## src/rtl/rv32i_lsu.sv

```systemverilog
`default_nettype none
// ============================================================================
// Module   : rv32i_lsu
// Brief    : RV32I load/store unit for a word-wide synchronous RAM, with
//            misaligned accesses split across two adjacent words.
// Revision : 1.0 - initial release
// ============================================================================
module rv32i_lsu #(
    parameter int ADDR_WIDTH = 15
) (
    input  logic                  clk,
    input  logic                  reset,
    input  logic                  req_valid,
    output logic                  req_ready,
    input  logic                  req_we,
    input  logic [2:0]            req_funct3,
    input  logic [31:0]           req_addr,
    input  logic [31:0]           req_wdata,
    output logic                  rsp_valid,
    output logic [31:0]           rsp_rdata,
    output logic                  rsp_err,
    output logic [ADDR_WIDTH-1:0] d_addr,
    output logic                  d_we,
    output logic [3:0]            d_be,
    output logic [31:0]           d_wdata,
    input  logic [31:0]           d_rdata
);

    localparam logic [1:0] S_IDLE = 2'd0;
    localparam logic [1:0] S_ACC0 = 2'd1;
    localparam logic [1:0] S_ACC1 = 2'd2;
    localparam logic [1:0] S_CAP  = 2'd3;

    localparam logic [ADDR_WIDTH-1:0] C_LAST_WORD = '1;

    function automatic logic [3:0] size_mask(input logic [2:0] f3);
        case (f3[1:0])
            2'b00:   size_mask = 4'b0001;
            2'b01:   size_mask = 4'b0011;
            default: size_mask = 4'b1111;
        endcase
    endfunction

    function automatic logic [2:0] size_bytes(input logic [2:0] f3);
        case (f3[1:0])
            2'b00:   size_bytes = 3'd1;
            2'b01:   size_bytes = 3'd2;
            default: size_bytes = 3'd4;
        endcase
    endfunction

    logic [1:0]            r_state, w_state_n;
    logic [2:0]            r_funct3;
    logic                  r_we, r_split, r_err;
    logic [1:0]            r_off;
    logic [31:0]           r_wdata, r_lo;
    logic [ADDR_WIDTH-1:0] r_word;

    logic [ADDR_WIDTH-1:0] r_d_addr, w_d_addr_n;
    logic                  r_d_we, w_d_we_n;
    logic [3:0]            r_d_be, w_d_be_n;
    logic [31:0]           r_d_wdata, w_d_wdata_n;
    logic                  r_rsp_valid, w_rsp_valid_n;
    logic                  r_rsp_err, w_rsp_err_n;
    logic [31:0]           r_rsp_rdata, w_rsp_rdata_n;

    logic                  w_accept, w_req_split, w_req_bad_f3, w_req_hi_bad, w_req_err;
    logic [ADDR_WIDTH-1:0] w_req_word;
    logic [7:0]            w_req_be8, w_be8;
    logic [5:0]            w_hi_shamt;
    logic [31:0]           w_hi, w_lo, w_shifted, w_load_data;

    // Request decode, evaluated against the live request bus
    assign w_accept     = (r_state == S_IDLE) & req_valid;
    assign w_req_word   = req_addr[ADDR_WIDTH+1:2];
    assign w_req_split  = ({1'b0, req_addr[1:0]} + size_bytes(req_funct3)) > 3'd4;
    assign w_req_bad_f3 = req_we ? (req_funct3[2] | (req_funct3[1:0] == 2'b11))
                                 : ((req_funct3[1:0] == 2'b11) | (req_funct3 == 3'b110));
    assign w_req_hi_bad = (req_addr >> (ADDR_WIDTH + 2)) != 32'd0;
    assign w_req_err    = w_req_bad_f3 | w_req_hi_bad | (w_req_split & (w_req_word == C_LAST_WORD));
    assign w_req_be8    = {4'b0000, size_mask(req_funct3)} << req_addr[1:0];

    // Second-access lanes/data come from the registered request
    assign w_be8      = {4'b0000, size_mask(r_funct3)} << r_off;
    assign w_hi_shamt = 6'd32 - {1'b0, r_off, 3'b000};

    // Load result: {hi,lo} window shifted down to the addressed byte
    assign w_hi      = r_split ? d_rdata : 32'd0;
    assign w_lo      = r_split ? r_lo : d_rdata;
    assign w_shifted = 32'({w_hi, w_lo} >> {r_off, 3'b000});

    always_comb begin
        w_load_data = 32'd0;
        case (r_funct3)
            3'b000:  w_load_data = {{24{w_shifted[7]}}, w_shifted[7:0]};
            3'b001:  w_load_data = {{16{w_shifted[15]}}, w_shifted[15:0]};
            3'b010:  w_load_data = w_shifted;
            3'b100:  w_load_data = {24'd0, w_shifted[7:0]};
            3'b101:  w_load_data = {16'd0, w_shifted[15:0]};
            default: w_load_data = 32'd0;
        endcase
    end

    always_comb begin
        w_state_n     = r_state;
        w_d_addr_n    = r_d_addr;
        w_d_we_n      = r_d_we;
        w_d_be_n      = r_d_be;
        w_d_wdata_n   = r_d_wdata;
        w_rsp_valid_n = 1'b0;
        w_rsp_err_n   = r_rsp_err;
        w_rsp_rdata_n = r_rsp_rdata;
        case (r_state)
            S_IDLE: begin
                if (req_valid) begin
                    w_state_n  = S_ACC0;
                    w_d_addr_n = w_req_word;
                    w_d_we_n   = req_we & ~w_req_err;
                    w_d_be_n   = 4'b0000;
                    if (req_we & ~w_req_err) begin
                        w_d_be_n    = w_req_be8[3:0];
                        w_d_wdata_n = req_wdata << {req_addr[1:0], 3'b000};
                    end
                end
            end
            S_ACC0: begin
                if (r_err) begin
                    w_state_n = S_CAP;
                end else if (r_split) begin
                    w_state_n  = S_ACC1;
                    w_d_addr_n = r_word + ADDR_WIDTH'(1);
                    if (r_we) begin
                        w_d_be_n    = w_be8[7:4];
                        w_d_wdata_n = r_wdata >> w_hi_shamt;
                    end
                end else if (r_we) begin
                    w_state_n     = S_IDLE;
                    w_d_we_n      = 1'b0;
                    w_d_be_n      = 4'b0000;
                    w_rsp_valid_n = 1'b1;
                    w_rsp_err_n   = 1'b0;
                    w_rsp_rdata_n = 32'd0;
                end else begin
                    w_state_n = S_CAP;
                end
            end
            S_ACC1: begin
                if (r_we) begin
                    w_state_n     = S_IDLE;
                    w_d_we_n      = 1'b0;
                    w_d_be_n      = 4'b0000;
                    w_rsp_valid_n = 1'b1;
                    w_rsp_err_n   = 1'b0;
                    w_rsp_rdata_n = 32'd0;
                end else begin
                    w_state_n = S_CAP;
                end
            end
            S_CAP: begin
                w_state_n     = S_IDLE;
                w_rsp_valid_n = 1'b1;
                w_rsp_err_n   = r_err;
                w_rsp_rdata_n = r_err ? 32'd0 : w_load_data;
            end
            default: w_state_n = S_IDLE;
        endcase
    end

    always_ff @(posedge clk or posedge reset) begin
        if (reset) begin
            r_state     <= S_IDLE;
            r_d_addr    <= '0;
            r_d_we      <= 1'b0;
            r_d_be      <= 4'b0000;
            r_d_wdata   <= 32'd0;
            r_rsp_valid <= 1'b0;
            r_rsp_err   <= 1'b0;
            r_rsp_rdata <= 32'd0;
        end else begin
            r_state     <= w_state_n;
            r_d_addr    <= w_d_addr_n;
            r_d_we      <= w_d_we_n;
            r_d_be      <= w_d_be_n;
            r_d_wdata   <= w_d_wdata_n;
            r_rsp_valid <= w_rsp_valid_n;
            r_rsp_err   <= w_rsp_err_n;
            r_rsp_rdata <= w_rsp_rdata_n;
        end
    end

    always_ff @(posedge clk or posedge reset) begin
        if (reset) begin
            r_funct3 <= 3'd0;
            r_we     <= 1'b0;
            r_off    <= 2'd0;
            r_wdata  <= 32'd0;
            r_word   <= '0;
            r_split  <= 1'b0;
            r_err    <= 1'b0;
            r_lo     <= 32'd0;
        end else begin
            if (w_accept) begin
                r_funct3 <= req_funct3;
                r_we     <= req_we;
                r_off    <= req_addr[1:0];
                r_wdata  <= req_wdata;
                r_word   <= w_req_word;
                r_split  <= w_req_split;
                r_err    <= w_req_err;
            end
            // Word A arrives from the RAM while the A+1 read is in flight
            if (r_state == S_ACC1) begin
                r_lo <= d_rdata;
            end
        end
    end

    assign req_ready = (r_state == S_IDLE);
    assign d_addr    = r_d_addr;
    assign d_we      = r_d_we;
    assign d_be      = r_d_be;
    assign d_wdata   = r_d_wdata;
    assign rsp_valid = r_rsp_valid;
    assign rsp_err   = r_rsp_err;
    assign rsp_rdata = r_rsp_rdata;

endmodule
`default_nettype wire

```

## config.mk

```make
export PLATFORM = sky130hd
export DESIGN_NAME = rv32i_lsu
export DESIGN_NICKNAME = d
export VERILOG_FILES = /design/src/rtl/rv32i_lsu.sv
export SDC_FILE = /design/constraint.sdc
export NUM_CORES = 1
export LEC_CHECK = 0
export CAP_MARGIN = 20
export CORE_MARGIN = 2
export CORE_UTILIZATION = 53
export DETAILED_ROUTE_END_ITERATION = 10
export PLACE_DENSITY = 0.88
export REMOVE_ABC_BUFFERS = 1
export SLEW_MARGIN = 25
export SYNTH_ARGS = -nofsm -noshare
export SYNTH_HDL_FRONTEND = slang
export SYNTH_SLANG_ARGS = --single-unit
```

## constraint.sdc

```tcl
create_clock -name clk -period 6.5 [get_ports clk]
set_input_delay 1.3 -clock clk [delete_from_list [all_inputs] [get_ports clk]]
set_output_delay 1.3 -clock clk [all_outputs]
set_load 0.02 [all_outputs]
```

Word level (Yosys, flattened, before mapping)
Cells that the tools add are included.

Logic and storage cells: 112. Output and inout bits: 87. Register bits after elaboration: 175.

Shifts and indexed selects: 5. Reductions and logical operators: 13. Bitwise logic cells: 8. Eq/ne operators: 19. $add $sub $neg: 3. Magnitude comparators: 1. Mux-type cells: 47.

Operator list (number): two-way mux 32 bit (11); one-hot mux 32 bit (5 select lines) (1); one-hot mux 32 bit (3 select lines) (1); one-hot mux 32 bit (2 select lines) (1); >> shifter 64 x 5 -> 32 bit (1); two-way mux 15 bit (3); nonzero test 32 bit (1); left shift 32 x 5 -> 32 bit (1); >> shifter 32 x 6 -> 32 bit (1); one-hot mux 15 bit (2 select lines) (1); two-way mux 4 bit (6); one-hot mux 4 bit (2 select lines) (2); adder 15 x 1 -> 15 bit (second input constant) (1); equality test 15 bit (second input constant) (1); one-hot mux 4 bit (3 select lines) (1); AND reduction 4 bit (3); two-way mux 1 bit (11); inequality test 2 bit (second input constant) (5); equality test 3 bit (second input constant) (3); one-hot mux 1 bit (3 select lines) (3); two-way mux 2 bit (4); one-hot mux 2 bit (4 select lines) (1); left shift 4 x 2 -> 8 bit (1); equality test 2 x 1 -> 1 bit (second input constant) (3); other kinds (19) (29).

Logic depth before layout (Yosys ltp)
Gate-level depths: netlist of the first run.

Depth after elaboration: 11. Depth in mapped cells: 10. Mapped depth without buffers: 9.

Worst setup path before layout of the first run
No wires, ideal clock.

Path type: input to register. From: in req_addr[0]. To: reg r_d_wdata[16], in the netlist d_wdata[16]. Path buffers: 3. Stages: 9. Data required time: 6375 ps. Setup slack: 2510 ps. Data arrival time: 3865 ps. Cells stage by stage: clkbuf_1 buf_1 inv_1 ha_1 a21oi_1 a311o_1 a221oi_2 buf_4 mux2_2.

Word-level cells in the longest chain between the ends: 8. Elaborated cells on any way between the ends: 12. Classes of those cells: add/sub: 1; order compare: 1; eq/ne: 1; shift: 1; mux: 3; bitwise: 4; reduce/logical: 1.

RTL lines: start, declared (RTL line 17) `input logic [31:0] req_addr,`; adder 2 x 3 -> 3 bit (RTL line 76) `assign w_req_split = ({1'b0, req_addr[1:0]} + size_bytes(req_funct3)) > 3'd4;`; > comparator 3 bit (RTL line 76); AND 1 bit (RTL line 80) `assign w_req_err = w_req_bad_f3 | w_req_hi_bad | (w_req_split & (w_req_word == C_LAST_WORD));`; OR 1 bit (RTL line 80); NOT 1 bit (RTL line 120) `if (req_we & ~w_req_err) begin`; AND 1 bit (RTL line 120); inequality test 2 x 1 -> 1 bit (no source line); AND reduction 6 bit (no source line); end signal, assigned (RTL line 184) `r_d_wdata <= w_d_wdata_n;`; end, declared (RTL line 62) `logic [31:0] r_d_wdata, w_d_wdata_n;`.

Parallel ways exist; a longest one is shown, timed or not. The select of a mux whose other input is x is not followed. A chain may end at the register's enable or synchronous reset.

Final worst setup path of the first run
From: in req_addr[1]. To: reg r_d_wdata[16], in the netlist d_wdata[16].

Same word-level chain as after synthesis.

==> results.toml, run 1 <==
[sta]
tns_ns = 0
finalSetupViolCount = 0
fmax_ghz = 0.2325
maxSlewViolCount = 0
rsz0062_at_grt = "false"
period_share_pct = 66.16
max_slew.worst_pin.slew_ns = 1.074
skew_ns = 0.008695
max_slew_margin_pct = 28.43
hold_viol_final = 0
layout_min_cycle_time_ns = 4.301

[finish]
drive_gt1_share_pct = 15.92
area_growth_pct = 27.58
seq_area_um2 = 4384
fillers = 1266
post-route-util_pct = 68.55
nNetsFinal = 1142
multi_input_comb_area_um2 = 4936
antenna_cells = 0

[power_and_ir_drop]
p_sw_share_pct = 40.01
pwr-share-seq_pct = 33.9
power_frac_clock_pct = 17.7
p_leak_uw = 0.005216
p_switching_uw = 2408
p_int_uw = 3610
combPwrFrac_pct = 48.4
ir_worst_vdd_mv = 0.2784
power-per-cell-area_nw_per_um2 = 492.1

[grt]
grt_use_met1_pct = 36.14
antenna_found_initial = 0
grt.total_usage_pct = 26.72
grt-ovfl-total = 0
grt_pass1_vias = 7915
grt_busiest_layer = "met2"
met2_usage_pct = 43.30
met3_usage_pct = 4.711
grt_max_degree = 89
grt_pass1_wl_mm = 41.37

[clock_tree]
clockBufferDepth = 2
post_cts_resized = 0
cts_buffers = 17
htreeDepth = 4
clock_latency_ns = 0.43
clk_pin_slew_ns = 0.07
ctsHoldBuffers = 0
root_buffer = "clkbuf_16"
cts_tree = "yes"
clkSinkCount = 175
post_cts_buffers = 0

[critical_path]
critPathLaunchType = "input pin"
cp-end-kind = "flip-flop"
critical-path-top-delay-family = "buffers and inverters"
path_cells = "clkdlybuf4s50_1, buf_4, clkinv_1, fa_1, xor2_1, a21oi_1, a311o_1, a221oi_4, buf_4, mux2_2"
slowest_delay_ns = 0.54
cp.buffers_inverters = 4
path_common_cell = "buf_4"
slowest_stage = "fa_1"
crit_type = "in2reg"
arrival_ns = 4.61
cp_max_fo = 32
cp.required_ns = 6.81

[yosys]
synth_area_um2 = 9587
synth.avg_cell_area_um2 = 11.02
ys_seq_area_share_pct = 45.68
synth_cell_types = 59
synth_top_area_cell = "dfrtp_1"
netlist.area_leader.share_pct = 45.68
synth_cells = 870
yosys_warnings = 0
synth_most_common_cell = "dfrtp_1"
synthTopCellsByCount = "dfrtp_1 (175), nand2_1 (106), mux2i_1 (101), mux2_2 (99), o21ai_0 (49)"
async_reset_ff_share_pct = 100.0
ys.flop_type = "dfrtp_1"
yosys-top-cells-area = "dfrtp_1 (46%), mux2_2 (12%), mux2i_1 (11%)"
synth_edf_count = 0
synth_seq_cells = 175

[flow_run]
drv_cap = 0

[drt]
wl_per_cell_um = 20.18
drt_wl_total_mm = 25.66
num_vias = 7882
first_pass_iters = 5
via_per_inst = 6.197
drc = 0
dr.first_iter.drc_count = 610
ant_nets = 0

[placed_design]
place.detailed.hpwl_mm = 16.79
gp_congestion = 0.8249
portBuffers = 189

[floorplanning]
coreArea_um2 = 17840
num_io_pins = 190
die_area_um2 = 19180
initial_utilization_pct = 53.73
std_cell_rows = 49
dieHeight_um = 138.5
die_w_um = 138.5

[run_status]
status = "finished, final reports clean"

[worst_hold_path]
hold_path.class = "reg2reg"
[power by group through the flow]
stage	registers (µW)	clock network, µW	logic [µW]
after floorplan	2200	0	1710
after global placement	2010	0	2800
after detailed placement	2040	0	2880
after CTS	2030	1070	2900
after global routing	2090	1120	3140
final	2040	1060	2910
[worst register-to-register path: stages (launching register included)]
cell,delay (ns)
dfrtp_4,1.15
inv_2,0.45
ha_1,0.45
or3_1,0.78
nor2_1,0.36
a32o_1,0.32
mux2_1,0.31
[layout by cell type (no fill, tap or decap), types with 6 or more instances in the layout]
cell and instances:
nand2b_1 6, ha_1 8, buf_4 10, a211o_1 9
mux2i_1 101, clkdlybuf4s50_1 188, dfrtp_1 173, a21oi_1 23
inv_1 9, xnor2_1 7, o221ai_1 15, o21ai_0 49
mux4_2 9, a31oi_1 7, o2bb2ai_1 7, nor2_1 47
a221o_1 16, nand2_1 104, a32o_1 8, mux2_1 23
nand4_1 6, o22ai_1 9, clkbuf_16 17, mux2_2 99
inv_6 6
[area by class of cell]
class                      count  area share (%)
clock inverter                14           1.463
sequential                   175           35.85
clock buffer                  18           3.509
tap                          229           2.343
timing repair buffer         199           16.04
multi-input combinational    624           40.36
inverter                      13          0.4399
[routing by layer]
metal  vias to the layer above  wire (µm)
li1                       3535          -
met1                      3915      10740
met2                       378      12460
met3                        54       1930
met4                         0        535
met5                         -          0
[state kept, by name (all words and copies together), names as in the netlist, 2 cells and up]
register	cells
r_funct3	3
d_addr	15
d_wdata	32
r_lo	32
r_off	2
r_word	15
r_state	2
r_wdata	32
rsp_rdata	32
d_be	4
[kinds of logic (layout without fill, tap and decap cells)]
| family | Yosys count | count (layout) | share of synthesized area (%) |
|---|---|---|---|
| AND/OR/NAND/NOR | 201 | 201 | 9.384 |
| flip-flops | 175 | 175 | 45.68 |
| multiplexers | 232 | 232 | 26.99 |
| AO/OA/AOI/OAI | 170 | 170 | 12.46 |
| adder cells (fa/ha/maj) | 9 | 9 | 1.253 |
| buffers and inverters | 71 | 244 | 3.132 |
| XOR/XNOR | 12 | 12 | 1.096 |
[worst paths after layout]
check	to	depth (start not counted)	start	slack (ns)
min in group asynchronous	r_lo[30]$_DFFE_PP0P_	2	reset	1.42
min	d_addr[7]$_DFFE_PP0P_	2	d_addr[7]$_DFFE_PP0P_	0.48
max reg2reg	d_wdata[28]$_DFFE_PP0P_	6	r_off[0]$_DFFE_PP0P_	2.55
min reg2reg	d_addr[7]$_DFFE_PP0P_	2	d_addr[7]$_DFFE_PP0P_	0.48
max in group asynchronous	rsp_rdata[5]$_DFFE_PP0P_	3	reset	3.90
max	d_wdata[16]$_DFFE_PP0P_	10	req_addr[1]	2.20
[stage by stage]
step	hold slack [ns]	cell area (µm²)	setup slack [ns]	std cells	power (µW)
floorplan	0.4789	9335	0.4548	812	3906
global placement	0.4621	11610	1.893	1240	4803
detailed placement	0.4646	11620	1.771	1240	4916
CTS	0.4795	12230	2.229	1272	6003
global route	0.5078	12230	2.020	1272	6352
finish	0.4798	12230	2.199	1272	6018
(Power assumes the default switching activity.)
==> inputs of run 2 (changes only) <==
--- a/config.mk
+++ b/config.mk
@@ -7,9 +7,9 @@
 export LEC_CHECK = 0
 export CAP_MARGIN = 20
 export CORE_MARGIN = 2
-export CORE_UTILIZATION = 53
+export CORE_UTILIZATION = 47
 export DETAILED_ROUTE_END_ITERATION = 10
-export PLACE_DENSITY = 0.88
+export PLACE_DENSITY = 0.83
 export REMOVE_ABC_BUFFERS = 1
 export SLEW_MARGIN = 25
 export SYNTH_ARGS = -nofsm -noshare
==> constraint.sdc (replaced) <==
create_clock -name clk -period 3.6 [get_ports clk]
set_input_delay 0.72 -clock clk [delete_from_list [all_inputs] [get_ports clk]]
set_output_delay 0.72 -clock clk [all_outputs]
set_load 0.02 [all_outputs]
==> run 2 against run 1 <==
Against the previous run: design area grew 1.2%; cell count up 4.4%; critical path depth rose by 1; wire length is 0.14% lower; clock skew shrank 0.00064 ns; sequential cell count is the same; utilization is 7.0 points lower; critical endpoint is now d_wdata[30]$_DFFE_PP0P_; largest power group unchanged.
==> results.toml, run 2 (same netlist as run 1, synthesis figures left out) <==
[run_status]
status = "finished, final reports clean"

[power_and_ir_drop]
ir_worst_vdd_mv = 0.4633
p_leak_uw = 0.005285
p_total_uw = 10780
power-per-cell-area_nw_per_um2 = 870.9

[grt]
met3_usage_pct = 4.627
grt.total_usage_pct = 24.51
grt_busiest_layer = "met2"
grt-ovfl-total = 0
met2_usage_pct = 40.05
antenna_found_initial = 1
grt_use_met1_pct = 33.50
grt_max_degree = 70
grt_pass1_wl_mm = 42.05
grt_pass1_vias = 7892

[clock_tree]
ctsHoldBuffers = 0
post_cts_resized = 0
clkSinkCount = 175
clockBufferDepth = 2
cts_tree = "yes"
clk_pin_slew_ns = 0.07
htreeDepth = 4
post_cts_buffers = 0
cts_buffers = 17
root_buffer = "clkbuf_16"
clock_latency_ns = 0.44

[sta]
period_share_pct = 86.56
maxSlewViolCount = 0
max_slew.worst_pin.slew_ns = 1.023
rsz0062_at_grt = "false"
finalSetupViolCount = 0
layout_min_cycle_time_ns = 3.116
layout_setup_ws_ns = 0.4837
max_slew_margin_pct = 31.82
fmax_ghz = 0.3209
skew_ns = 0.008050
hold_viol_final = 0
finalHoldWorstSlack_ns = 0.4789

[floorplanning]
die_area_um2 = 21560
dieHeight_um = 146.8
std_cell_rows = 52
die_w_um = 146.8
initial_utilization_pct = 47.68
coreArea_um2 = 20100
num_io_pins = 190

[finish]
layout_common_cells = "clkdlybuf4s50_1 (188), dfrtp_1 (173), nand2_1 (105), mux2i_1 (101), mux2_2 (99)"
area_growth_pct = 29.17
mostFrequentLayoutCell = "clkdlybuf4s50_1"
fillers = 1614
antenna_cells = 0
drive_gt1_share_pct = 17.01
nNetsFinal = 1158

[flow_run]
drv_cap = 0

[critical_path]
r2r_slack_ns = 0.94
cp-end-kind = "flip-flop"
crit_type = "in2reg"
path_cells = "clkdlybuf4s50_1, nor2_1, ha_1, inv_1, fa_1, xor2_1, a21oi_1, a311o_1, a221oi_4, buf_12, mux2_2"
critPathLaunchType = "input pin"
cp_max_fo = 32
slowest_stage = "clkdlybuf4s50_1"
slowest_delay_ns = 0.44
cp.required_ns = 3.92
arrival_ns = 3.44

[drt]
ant_nets = 0
num_vias = 7783
drt_wl_total_mm = 25.63
via_per_inst = 5.861
wl_per_cell_um = 19.30
drc = 0
dr.first_iter.drc_count = 547
first_pass_iters = 5

[placed_design]
place.detailed.hpwl_mm = 17.26
gp_congestion = 0.8596
dp_slack_ns = 0.04056
portBuffers = 189

[worst_hold_path]
hold_path.class = "reg2reg"
-- run 2: cell type report --
cell class,instances,area [µm²],area share (%)
sequential,175,4384,35.40
multi-input combinational,624,4926,39.78
inverter,13,53.80,0.4345
timing repair buffer,215,2120,17.12
clock inverter,14,136.4,1.101
clock buffer,17,425.4,3.435
tap,270,337.8,2.728
-- run 2: stage by stage --
| stage | setup TNS [ns] | cell area [µm²] | instances | utilization, % |
|---|---|---|---|---|
| final | 0 | 12380 | 1328 | 61.59 |
| after global routing | 0 | 12380 | 1328 | 61.59 |
| after global placement | 0 | 11820 | 1297 | 58.80 |
| after floorplan | -347.47 | 9335 | 812 | - |
| after detailed placement | 0 | 11820 | 1297 | 58.80 |
| after CTS | 0 | 12380 | 1328 | 61.59 |
-- run 2: path summary, 6_finish.rpt --
check                                        from                   endpoint  cells past startpoint
min in group asynchronous                   reset       r_lo[12]$_DFFE_PP0P_                      2
max in group asynchronous                   reset      r_word[4]$_DFFE_PP0P_                      3
setup / recovery                    req_funct3[0]    d_wdata[30]$_DFFE_PP0P_                     11
hold / removal              d_addr[6]$_DFFE_PP0P_      d_addr[6]$_DFFE_PP0P_                      1
hold reg to reg             d_addr[6]$_DFFE_PP0P_      d_addr[6]$_DFFE_PP0P_                      1
setup reg to reg           r_state[1]$_DFFE_PP0N_  rsp_rdata[19]$_DFFE_PP0P_                      7
-- run 2: critical path: cells and delay by family --
family | cells | cell delay, ns
compound gates | 3 | 0.74
simple gates | 1 | 0.15
buf+inv | 3 | 0.75
xor+xnor | 1 | 0.15
fa+ha+maj | 2 | 0.55
mux | 1 | 0.36
-- run 2: metal layers --
| layer | vias to the layer above | routed length, µm |
|---|---|---|
| met3 | 34 | 1783 |
| li1 | 3560 | - |
| met2 | 324 | 12350 |
| met4 | 2 | 370 |
| met1 | 3863 | 11110 |
| met5 | - | 13 |
-- run 2: power breakdown --
| group | switching (µW) | leakage [µW] | total, µW | internal [µW] |
|---|---|---|---|---|
| clock | 825 | 0.000272 | 1790 | 963 |
| sequential | 670 | 0.00219 | 3530 | 2860 |
| combinational | 2820 | 0.00282 | 5470 | 2650 |
| total | 4320 | 0.00528 | 10800 | 6470 |
